### src/rtl/ccw_sequencer.sv
`default_nettype none
// ============================================================================
// Module      : ccw_sequencer
// Description : Issues one channel command word (address, command, byte
//               count) to a channel. Moves bytes src->channel or
//               channel->dst through one-byte holding registers and reports
//               the residual count on completion.
// Revision    : 1.0 - initial release
// ============================================================================
module ccw_sequencer #(
    parameter int COUNT_WIDTH = 16,
    parameter int RUN_TIMEOUT = 65535
) (
    input  logic                   clk,
    input  logic                   reset,
    input  logic [7:0]             req_addr,
    input  logic [7:0]             req_command,
    input  logic [COUNT_WIDTH-1:0] req_count,
    input  logic                   req_valid,
    output logic                   req_ready,
    output logic                   done_valid,
    output logic [COUNT_WIDTH-1:0] done_residual,
    output logic                   done_timeout,
    output logic [7:0]             ch_addr,
    output logic [7:0]             ch_command,
    output logic                   ch_start,
    output logic                   ch_stop,
    input  logic                   ch_idle,
    output logic [7:0]             ch_send_tdata,
    output logic                   ch_send_tvalid,
    input  logic                   ch_send_tready,
    input  logic [7:0]             ch_recv_tdata,
    input  logic                   ch_recv_tvalid,
    output logic                   ch_recv_tready,
    input  logic [7:0]             src_tdata,
    input  logic                   src_tvalid,
    output logic                   src_tready,
    output logic [7:0]             dst_tdata,
    output logic                   dst_tvalid,
    input  logic                   dst_tready
);

    localparam int                RT_W     = $clog2(RUN_TIMEOUT + 1);
    localparam logic [RT_W-1:0]   RUN_LAST = RT_W'(RUN_TIMEOUT - 1);

    localparam logic [2:0] S_IDLE  = 3'd0;
    localparam logic [2:0] S_START = 3'd1;
    localparam logic [2:0] S_GUARD = 3'd2;
    localparam logic [2:0] S_RUN   = 3'd3;
    localparam logic [2:0] S_DONE  = 3'd4;

    logic [2:0]             state_q,   state_d;
    logic [7:0]             addr_q,    addr_d;
    logic [7:0]             cmd_q,     cmd_d;
    logic [COUNT_WIDTH-1:0] count_q,   count_d;
    logic                   guard_q,   guard_d;
    logic [RT_W-1:0]        run_cnt_q, run_cnt_d;
    logic                   timeout_q, timeout_d;
    logic                   snd_full_q, snd_full_d;
    logic [7:0]             snd_data_q, snd_data_d;
    logic                   rcv_full_q, rcv_full_d;
    logic [7:0]             rcv_data_q, rcv_data_d;

    logic w_active;
    logic w_count_nz;
    logic w_snd_xfer;
    logic w_rcv_xfer;
    logic w_src_xfer;
    logic w_dst_xfer;
    logic w_run_expire;
    logic w_zero_stop;

    // Data paths are only live while the channel is being serviced
    assign w_active   = (state_q == S_GUARD) || (state_q == S_RUN);
    assign w_count_nz = (count_q != '0);

    assign req_ready      = (state_q == S_IDLE);
    assign ch_start       = (state_q == S_START);
    assign done_valid     = (state_q == S_DONE);
    assign done_residual  = count_q;
    assign done_timeout   = timeout_q;
    assign ch_addr        = addr_q;
    assign ch_command     = cmd_q;

    // A byte still held at completion must never reach the channel
    assign ch_send_tvalid = w_active && snd_full_q;
    assign ch_send_tdata  = snd_data_q;
    // Fetch from src only when the channel is asking for data right now
    assign src_tready     = w_active && !snd_full_q && w_count_nz && ch_send_tready;
    assign ch_recv_tready = w_active && !rcv_full_q && w_count_nz;
    assign dst_tvalid     = rcv_full_q;
    assign dst_tdata      = rcv_data_q;

    assign w_snd_xfer = ch_send_tvalid && ch_send_tready;
    assign w_rcv_xfer = ch_recv_tvalid && ch_recv_tready;
    assign w_src_xfer = src_tvalid && src_tready;
    assign w_dst_xfer = dst_tvalid && dst_tready;

    // Channel still wants data after the count is exhausted: stop it
    assign w_zero_stop  = w_active && !w_count_nz && (ch_send_tready || ch_recv_tvalid);
    assign w_run_expire = (state_q == S_RUN) && !ch_idle && (run_cnt_q == RUN_LAST);
    assign ch_stop      = w_zero_stop || w_run_expire;

    // Next-state logic for the sequencer FSM, count and holding registers
    always_comb begin
        state_d    = state_q;
        addr_d     = addr_q;
        cmd_d      = cmd_q;
        count_d    = count_q;
        guard_d    = guard_q;
        run_cnt_d  = run_cnt_q;
        timeout_d  = timeout_q;
        snd_full_d = snd_full_q;
        snd_data_d = snd_data_q;
        rcv_full_d = rcv_full_q;
        rcv_data_d = rcv_data_q;

        // Saturating decrement: one per byte moved, two when both move
        if (w_snd_xfer && w_rcv_xfer) begin
            count_d = (count_q >= COUNT_WIDTH'(2)) ? count_q - COUNT_WIDTH'(2) : '0;
        end else if (w_snd_xfer || w_rcv_xfer) begin
            count_d = w_count_nz ? count_q - COUNT_WIDTH'(1) : '0;
        end

        if (w_snd_xfer) begin
            snd_full_d = 1'b0;
        end
        if (w_src_xfer) begin
            snd_full_d = 1'b1;
            snd_data_d = src_tdata;
        end
        if (w_dst_xfer) begin
            rcv_full_d = 1'b0;
        end
        if (w_rcv_xfer) begin
            rcv_full_d = 1'b1;
            rcv_data_d = ch_recv_tdata;
        end

        case (state_q)
            S_IDLE: begin
                if (req_valid) begin
                    addr_d    = req_addr;
                    cmd_d     = req_command;
                    count_d   = req_count;
                    timeout_d = 1'b0;
                    state_d   = S_START;
                end
            end
            S_START: begin
                guard_d = 1'b0;
                state_d = S_GUARD;
            end
            S_GUARD: begin
                // Channel may not have left IDLE yet, so ch_idle is ignored here
                guard_d = 1'b1;
                if (guard_q) begin
                    run_cnt_d = '0;
                    state_d   = S_RUN;
                end
            end
            S_RUN: begin
                run_cnt_d = run_cnt_q + RT_W'(1);
                if (ch_idle) begin
                    state_d = S_DONE;
                end else if (w_run_expire) begin
                    timeout_d = 1'b1;
                    state_d   = S_DONE;
                end
            end
            S_DONE: begin
                snd_full_d = 1'b0;
                rcv_full_d = 1'b0;
                state_d    = S_IDLE;
            end
            default: begin
                state_d = S_IDLE;
            end
        endcase
    end

    // State and datapath registers, cleared asynchronously
    always_ff @(posedge clk or posedge reset) begin
        if (reset) begin
            state_q    <= S_IDLE;
            addr_q     <= 8'h00;
            cmd_q      <= 8'h00;
            count_q    <= '0;
            guard_q    <= 1'b0;
            run_cnt_q  <= '0;
            timeout_q  <= 1'b0;
            snd_full_q <= 1'b0;
            snd_data_q <= 8'h00;
            rcv_full_q <= 1'b0;
            rcv_data_q <= 8'h00;
        end else begin
            state_q    <= state_d;
            addr_q     <= addr_d;
            cmd_q      <= cmd_d;
            count_q    <= count_d;
            guard_q    <= guard_d;
            run_cnt_q  <= run_cnt_d;
            timeout_q  <= timeout_d;
            snd_full_q <= snd_full_d;
            snd_data_q <= snd_data_d;
            rcv_full_q <= rcv_full_d;
            rcv_data_q <= rcv_data_d;
        end
    end

endmodule
`default_nettype wire

### config.mk
export PLATFORM = sky130hd
export DESIGN_NAME = ccw_sequencer
export DESIGN_NICKNAME = d
export VERILOG_FILES = /design/src/rtl/ccw_sequencer.sv
export SDC_FILE = /design/constraint.sdc
export NUM_CORES = 1
export LEC_CHECK = 0
export CAP_MARGIN = 40
export CORE_MARGIN = 4
export CORE_UTILIZATION = 50
export CTS_BUF_LIST = sky130_fd_sc_hd__clkbuf_4 sky130_fd_sc_hd__clkbuf_8
export DETAILED_ROUTE_END_ITERATION = 7
export GPL_ROUTABILITY_DRIVEN = 0
export GPL_TIMING_DRIVEN = 0
export PLACE_DENSITY = 0.83
export RECOVER_POWER = 100
export SETUP_SLACK_MARGIN = 0.05
export SLEW_MARGIN = 20
export SYNTH_ARGS = -nofsm -noshare
export SYNTH_HDL_FRONTEND = slang
export SYNTH_SLANG_ARGS = --single-unit
### constraint.sdc
create_clock -name clk -period 3.25 [get_ports clk]
set_clock_uncertainty 0.2 [all_clocks]
set_input_delay 0.325 -clock clk [delete_from_list [all_inputs] [get_ports clk]]
set_output_delay 0.325 -clock clk [all_outputs]
set_load 0.01 [all_outputs]
# Word level (Yosys, flattened, before mapping)
# Cells that the tools add are included.
[classes]
muxes = 24
eq_ne = 10
reduce_logical = 34
addsub = 3
order_cmp = 1
[ops]
columns = ["op", "count"]
rows = [
  ["16-bit two-way mux", 7],
  ["16-bit case mux with 2 select lines", 1],
  ["16-bit by 1-bit adder with 16-bit output (second input constant)", 1],
  ["16-bit equality test (second input constant)", 1],
  ["16-bit by 2-bit greater-or-equal comparator with 1-bit output (second input constant)", 1],
  ["16-bit nonzero test", 1],
  ["16-bit by 1-bit subtractor with 16-bit output (second input constant)", 1],
  ["16-bit by 2-bit subtractor with 16-bit output (second input constant)", 1],
  ["1-bit logical AND", 15],
  ["3-bit two-way mux", 4],
  ["3-bit case mux with 4 select lines", 1],
  ["1-bit two-way mux", 9],
  ["2-bit inequality test (second input constant)", 4],
  ["3-bit by 2-bit equality test with 1-bit output (second input constant)", 2],
  ["2-bit nonzero test", 3],
  ["3-bit nonzero test", 2],
  ["1-bit logical NOT", 4],
  ["1-bit logical OR", 4],
  ["1-bit case mux with 2 select lines", 2],
  ["2-bit AND reduction", 2],
  ["4-bit AND reduction", 1],
  ["3-bit by 1-bit equality test with 1-bit output (second input constant)", 1],
  ["3-bit equality test (second input constant)", 1],
  ["3-bit logical NOT", 1],
  ["other kinds (2)", 2],
]
[word_totals]
reg_bits = 71
output_inout_bits = 57
elab_cells = 83

# Logic depth before layout (Yosys ltp)
[logic_depth]
word_depth = 10
mapped_depth = 9
mapped_depth_nobuf = 8

# Worst setup path before layout
# OpenSTA, ideal clock, no wires.
[synth_path]
kind = "register to register"
from = "reg count_q[2], in the netlist done_residual[2]"
to = "reg count_q[15], in the netlist done_residual[15]"
period_less_slack_ps = 2445
slack_ps = 805
path_stages_with_launch = 10
required_time_ps = 2909
t_arrival_ps = 2104
setup_time_ps = 141
cell_sequence = "dfrtp_1 clkbuf_1 inv_1 ha_1 a21boi_1 nand2b_1 or3_1 or2_1 a32oi_1 a31oi_1"
[synth_between]
elab_chain_len = 8
elab_cells_between_ends = 14
classes_between = "add/sub (2); order compare (1); mux (6); reduce/logical (5)"
[synth_rtl]
columns = ["element", "line_no", "rtl"]
rows = [
  ["start, declared", "55", "logic [COUNT_WIDTH-1:0] count_q, count_d;"],
  ["start signal, assigned", "200", "count_q <= count_d;"],
  ["parallel branches: the longest is 5 deep, another holds 16-bit by 1-bit subtractor with 16-bit output", "--", ""],
  ["16-bit two-way mux (*)", "119", "if (w_snd_xfer && w_rcv_xfer) begin"],
  ["16-bit two-way mux", "142", "if (req_valid) begin"],
  ["16-bit two-way mux (*)", "140", "case (state_q)"],
  ["via count_d[15]", "55", ""],
]
# Mark *: on every way through the listed nets, which the timed path passes.
# A chain may end at the register's enable or synchronous reset.

# Worst setup path in the final report
[layout_path]
from = "reg count_q[1], in the netlist done_residual[1]"
to = "out src_tready"
[layout_between]
elab_chain_len = 3
[layout_rtl]
columns = ["element", "line_no", "rtl"]
rows = [
  ["16-bit nonzero test", "75", "assign w_count_nz = (count_q != '0);"],
  ["1-bit logical AND (2 in series)", "89", "assign src_tready = w_active && !snd_full_q && w_count_nz && ch_send_tready;"],
  ["end, declared", "37", "output logic src_tready,"],
]
# No other way between the ends.

==> results.md <==
* Crit path time final at 3130 ps
* Maximum clock insertion buffer count at 2
* Cell area after placement at 0.00541 mm^2
* Cell-by-cell trace of the critical path: inv_2 > ha_1 > nor3b_2 > nand4_2 > buf_4 > nand2_1 > nor3b_4 > clkdlybuf4s50_1
* Worst slack at placement at 173 ps
* Placeable Area at 0.00789 mm^2
* GRT Total Usage at 0.251
* Crit path required time at 2720 ps
* Post-Synthesis Net Count at 526
* H-tree depth at 3
* Post-route DRC violation count at 0
* Antenna violation net count after detailed routing at 0
* Number of I/O port buffers at 112
* Routed WL per cell at 17.6 um
* Nature of the critical path endpoint: output port
* Max-Cap Viols at 0
* Outcome: completed
* Clk sink count at 71
* Total of warnings raised by yosys at 0
* Final setup violation count at 0
* Unrepaired setup endpoints after global routing: no
* Vias in the first global route at 4060
* Number of cells produced by synthesis at 463
* Routing layer with the top usage in global route: met2
* Syn Std Cell Area at 0.00413 mm^2
* Final total negative setup slack at 0 ps
* Count of vias placed by the detailed router at 4187
* Critical path class: reg -> out
* Die extent in y at 98.8 um
* Grt ovf at 0
* Area growth from synthesis to final layout at 35.5%
* Site row count at 32
* Synthesized area divided by synthesized cell count at 8.91 um^2
* Maximum number of pins on one net before global-route repair at 50
* Total power density per cell area at 818 mW/mm^2
* Number of max-slew violations in the final report at 0
* Avg Vias per Cell at 5.99
* Kind of cell adding the most delay to the critical path: buffers and inverters
* Tightest Pin Transition at 1210 ps
* Initial cell density of the core at 0.523
* Synth area leaders: sky130_fd_sc_hd__dfrtp_1 43%, sky130_fd_sc_hd__nand2_1 9.2%, sky130_fd_sc_hd__nand3_1 3.0%
* Number of placed I/O pins at 113
* CTS tree: built
* Initial antenna violation count at 0
* Max rail drop VDD at 0.442 mV
* Final Net Count at 655
* Slew Limit Headroom at 0.195
* Number of antenna repair diodes at 0
* Peak Freq at 319 MHz
* Post-route standard cell area excluding fillers at 0.00559 mm^2
* Final worst setup slack at 119 ps
* Met3 track demand over resource in global routing at 0.0559
* Number of enable flip-flop cells after synthesis at 0
* Leakage power at 0.00233 uW
* Post-synthesis sequential area ratio at 0.431
* Main synth FF type: sky130_fd_sc_hd__dfrtp_1
* Period utilization at 0.963
* Detailed-placement wirelength estimate at 8.58 mm
* Crit path largest cell delay at 570 ps
* Path type of the worst min-delay path: reg -> reg
* CTS Buf Count at 9
* CP max-delay cell: sky130_fd_sc_hd__clkdlybuf4s50_1
* Final Hold Vio Count at 0
* Number of register bits inferred by synthesis at 71
* Data arrival time of the worst path at 2610 ps
* Met1 usage in global routing at 0.315
* Yosys cell types at 65
* CP Buf/Inv Count at 3
* Register-to-register setup slack at 200 ps
* Global-route wire length before repair at 20.0 mm
* Clock-pin transition on the worst setup and hold timing paths at 80 ps
* Proportion of netlist area held by the largest area contributor at 0.431
* Share of async-settable or async-resettable flops after synthesis at 1.00
* Largest area contributor in the netlist: sky130_fd_sc_hd__dfrtp_1
* Clock network latency to the later pin of the worst-skew pair at 350 ps
* Count of TritonRoute iterations in the first routing pass at 6
* Root cell of the clock tree: sky130_fd_sc_hd__clkbuf_8
* Share of final-layout standard cells stronger than drive strength 1 at 0.0754
* Total die area at 0.00977 mm^2
* Total wire length at 12.3 mm
* Critical path peak fanout at 8
* Met2 usage in global routing at 0.416
* Worst setup SP type: register
* First DRT Iteration DRCs at 355
* Die boundary width at 98.8 um
-- stage by stage --
| stage | power [uW] | hold slack, ps | cells | util |
|---|---|---|---|---|
| 2_1_floorplan | 2800 | 230 | 463 | - |
| 5_1_grt | 4860 | 293 | 699 | 0.708 |
| 3_5_place_dp | 3890 | 255 | 679 | 0.686 |
| 6_report | 4570 | 270 | 699 | 0.708 |
| 3_3_place_gp | 3780 | 253 | 677 | 0.681 |
| 4_1_cts | 4720 | 99.6 | 698 | 0.717 |
-- cells by family (layout without fill, tap and decap cells) --
group                      Yosys count  in the layout  share of synthesized area
buffers and inverters               37            171                     0.0428
and+or+nand+nor                    220            220                      0.281
xor gates and xnor gates            13             13                     0.0276
AOI/OAI and AO/OA                  105            105                      0.170
adders and majority gates            7              7                     0.0212
DFF                                 71             71                      0.431
muxes                               10             10                     0.0267
-- path summary, 6_finish.rpt --
kind / startpoint / endpoint / depth (start not counted)
max: done_residual[1]$_DFF_PP0_ / src_tready / 8
min: done_timeout$_DFFE_PP0P_ / done_timeout$_DFFE_PP0P_ / 2
max reg2reg: done_residual[2]$_DFF_PP0_ / done_residual[15]$_DFF_PP0_ / 9
min reg2reg: done_timeout$_DFFE_PP0P_ / done_timeout$_DFFE_PP0P_ / 2
max in group asynchronous: reset / done_residual[2]$_DFF_PP0_ / 3
min in group asynchronous: reset / ch_addr[3]$_DFFE_PP0P_ / 2
-- tightest hold or removal path, cell delays in order, from the launching register on --
cell                      delay (ps)
sky130_fd_sc_hd__dfrtp_1         350
sky130_fd_sc_hd__nand2_1          50
sky130_fd_sc_hd__nand2_1          50
-- synth_stat cells, types with 3 or more instances --
cell                       instances
sky130_fd_sc_hd__o211ai_1         11
sky130_fd_sc_hd__and3_1            3
sky130_fd_sc_hd__nand4_1           6
sky130_fd_sc_hd__a22oi_1           5
sky130_fd_sc_hd__o31ai_1          14
sky130_fd_sc_hd__and2_1            3
sky130_fd_sc_hd__nand3_1          25
sky130_fd_sc_hd__nor3_1            5
sky130_fd_sc_hd__a21oi_1          14
sky130_fd_sc_hd__buf_2             9
sky130_fd_sc_hd__clkbuf_1         15
sky130_fd_sc_hd__a32oi_1           4
sky130_fd_sc_hd__nor2_1           31
sky130_fd_sc_hd__and4_1            3
sky130_fd_sc_hd__o21ai_0          15
sky130_fd_sc_hd__mux2_1            8
sky130_fd_sc_hd__nand2_1         101
sky130_fd_sc_hd__nor4_4            4
sky130_fd_sc_hd__xnor2_1           6
sky130_fd_sc_hd__a221oi_1          3
sky130_fd_sc_hd__nor3b_1           4
sky130_fd_sc_hd__nand2b_1          4
sky130_fd_sc_hd__o21ai_1          14
sky130_fd_sc_hd__xor2_1            7
sky130_fd_sc_hd__or3_1             4
sky130_fd_sc_hd__ha_1              7
sky130_fd_sc_hd__buf_6             3
sky130_fd_sc_hd__nor4_1            5
sky130_fd_sc_hd__a31oi_1          10
sky130_fd_sc_hd__inv_1             9
sky130_fd_sc_hd__dfrtp_1          71
-- where the power goes --
group          internal [uW]  switching, uW  total, uW
logic                   1000           1280       2280
registers               1210            270       1480
clock network            451            357        808
total                   2660           1910       4570
-- layout by cell type, fill, tap and decap left out, types with 7 or more instances in the layout --
| cell | n |
|---|---|
| sky130_fd_sc_hd__xor2_1 | 7 |
| sky130_fd_sc_hd__o211ai_1 | 11 |
| sky130_fd_sc_hd__a31oi_1 | 10 |
| sky130_fd_sc_hd__inv_1 | 7 |
| sky130_fd_sc_hd__clkbuf_8 | 10 |
| sky130_fd_sc_hd__o21ai_0 | 25 |
| sky130_fd_sc_hd__dfrtp_1 | 71 |
| sky130_fd_sc_hd__o31ai_1 | 14 |
| sky130_fd_sc_hd__a21oi_1 | 14 |
| sky130_fd_sc_hd__dlygate4sd3_1 | 55 |
| sky130_fd_sc_hd__ha_1 | 7 |
| sky130_fd_sc_hd__nand2_1 | 103 |
| sky130_fd_sc_hd__nand3_1 | 25 |
| sky130_fd_sc_hd__clkbuf_1 | 23 |
| sky130_fd_sc_hd__mux2_1 | 8 |
| sky130_fd_sc_hd__nor2_1 | 31 |
| sky130_fd_sc_hd__clkdlybuf4s50_1 | 56 |
-- state kept, by name, summed over array words and instances, names as in the netlist --
signal,count
ch_addr,8
ch_command,8
ch_send_tdata,8
done_residual,16
done_timeout,1
dst_tdata,8
dst_tvalid,1
guard_q,1
run_cnt_q,16
snd_full_q,1
state_q,3
-- area by class of cell --
| type | instances | area, um^2 |
|---|---|---|
| fill | 619 | 2300 |
| multi-input combinational | 355 | 2150 |
| sequential | 71 | 1780 |
| timing repair buffer | 118 | 1150 |
| clock buffer | 10 | 138 |
| buffer | 28 | 129 |
| tap | 102 | 128 |
| clock inverter | 6 | 83.8 |
| inverter | 9 | 35.0 |
-- metal layers --
| layer | share of wire | wire length (um) | vias up |
|---|---|---|---|
| met1 | 0.39 | 4770 | 1970 |
| met3 | 0.094 | 1160 | 48 |
| met5 | 0 | 0 | - |
| met2 | 0.49 | 6020 | 244 |
| li1 | - | - | 1925 |
| met4 | 0.029 | 363 | 0 |
-- what timing repair did --
item                                   CTS  global route
endpoints found under the hold margin    0             0
setup endpoints to repair                3             3
resized for setup                        1             5
pin swaps                                1             1
setup buffers                            3             1
hold buffers                             0             0
(Power assumes the default switching activity.)
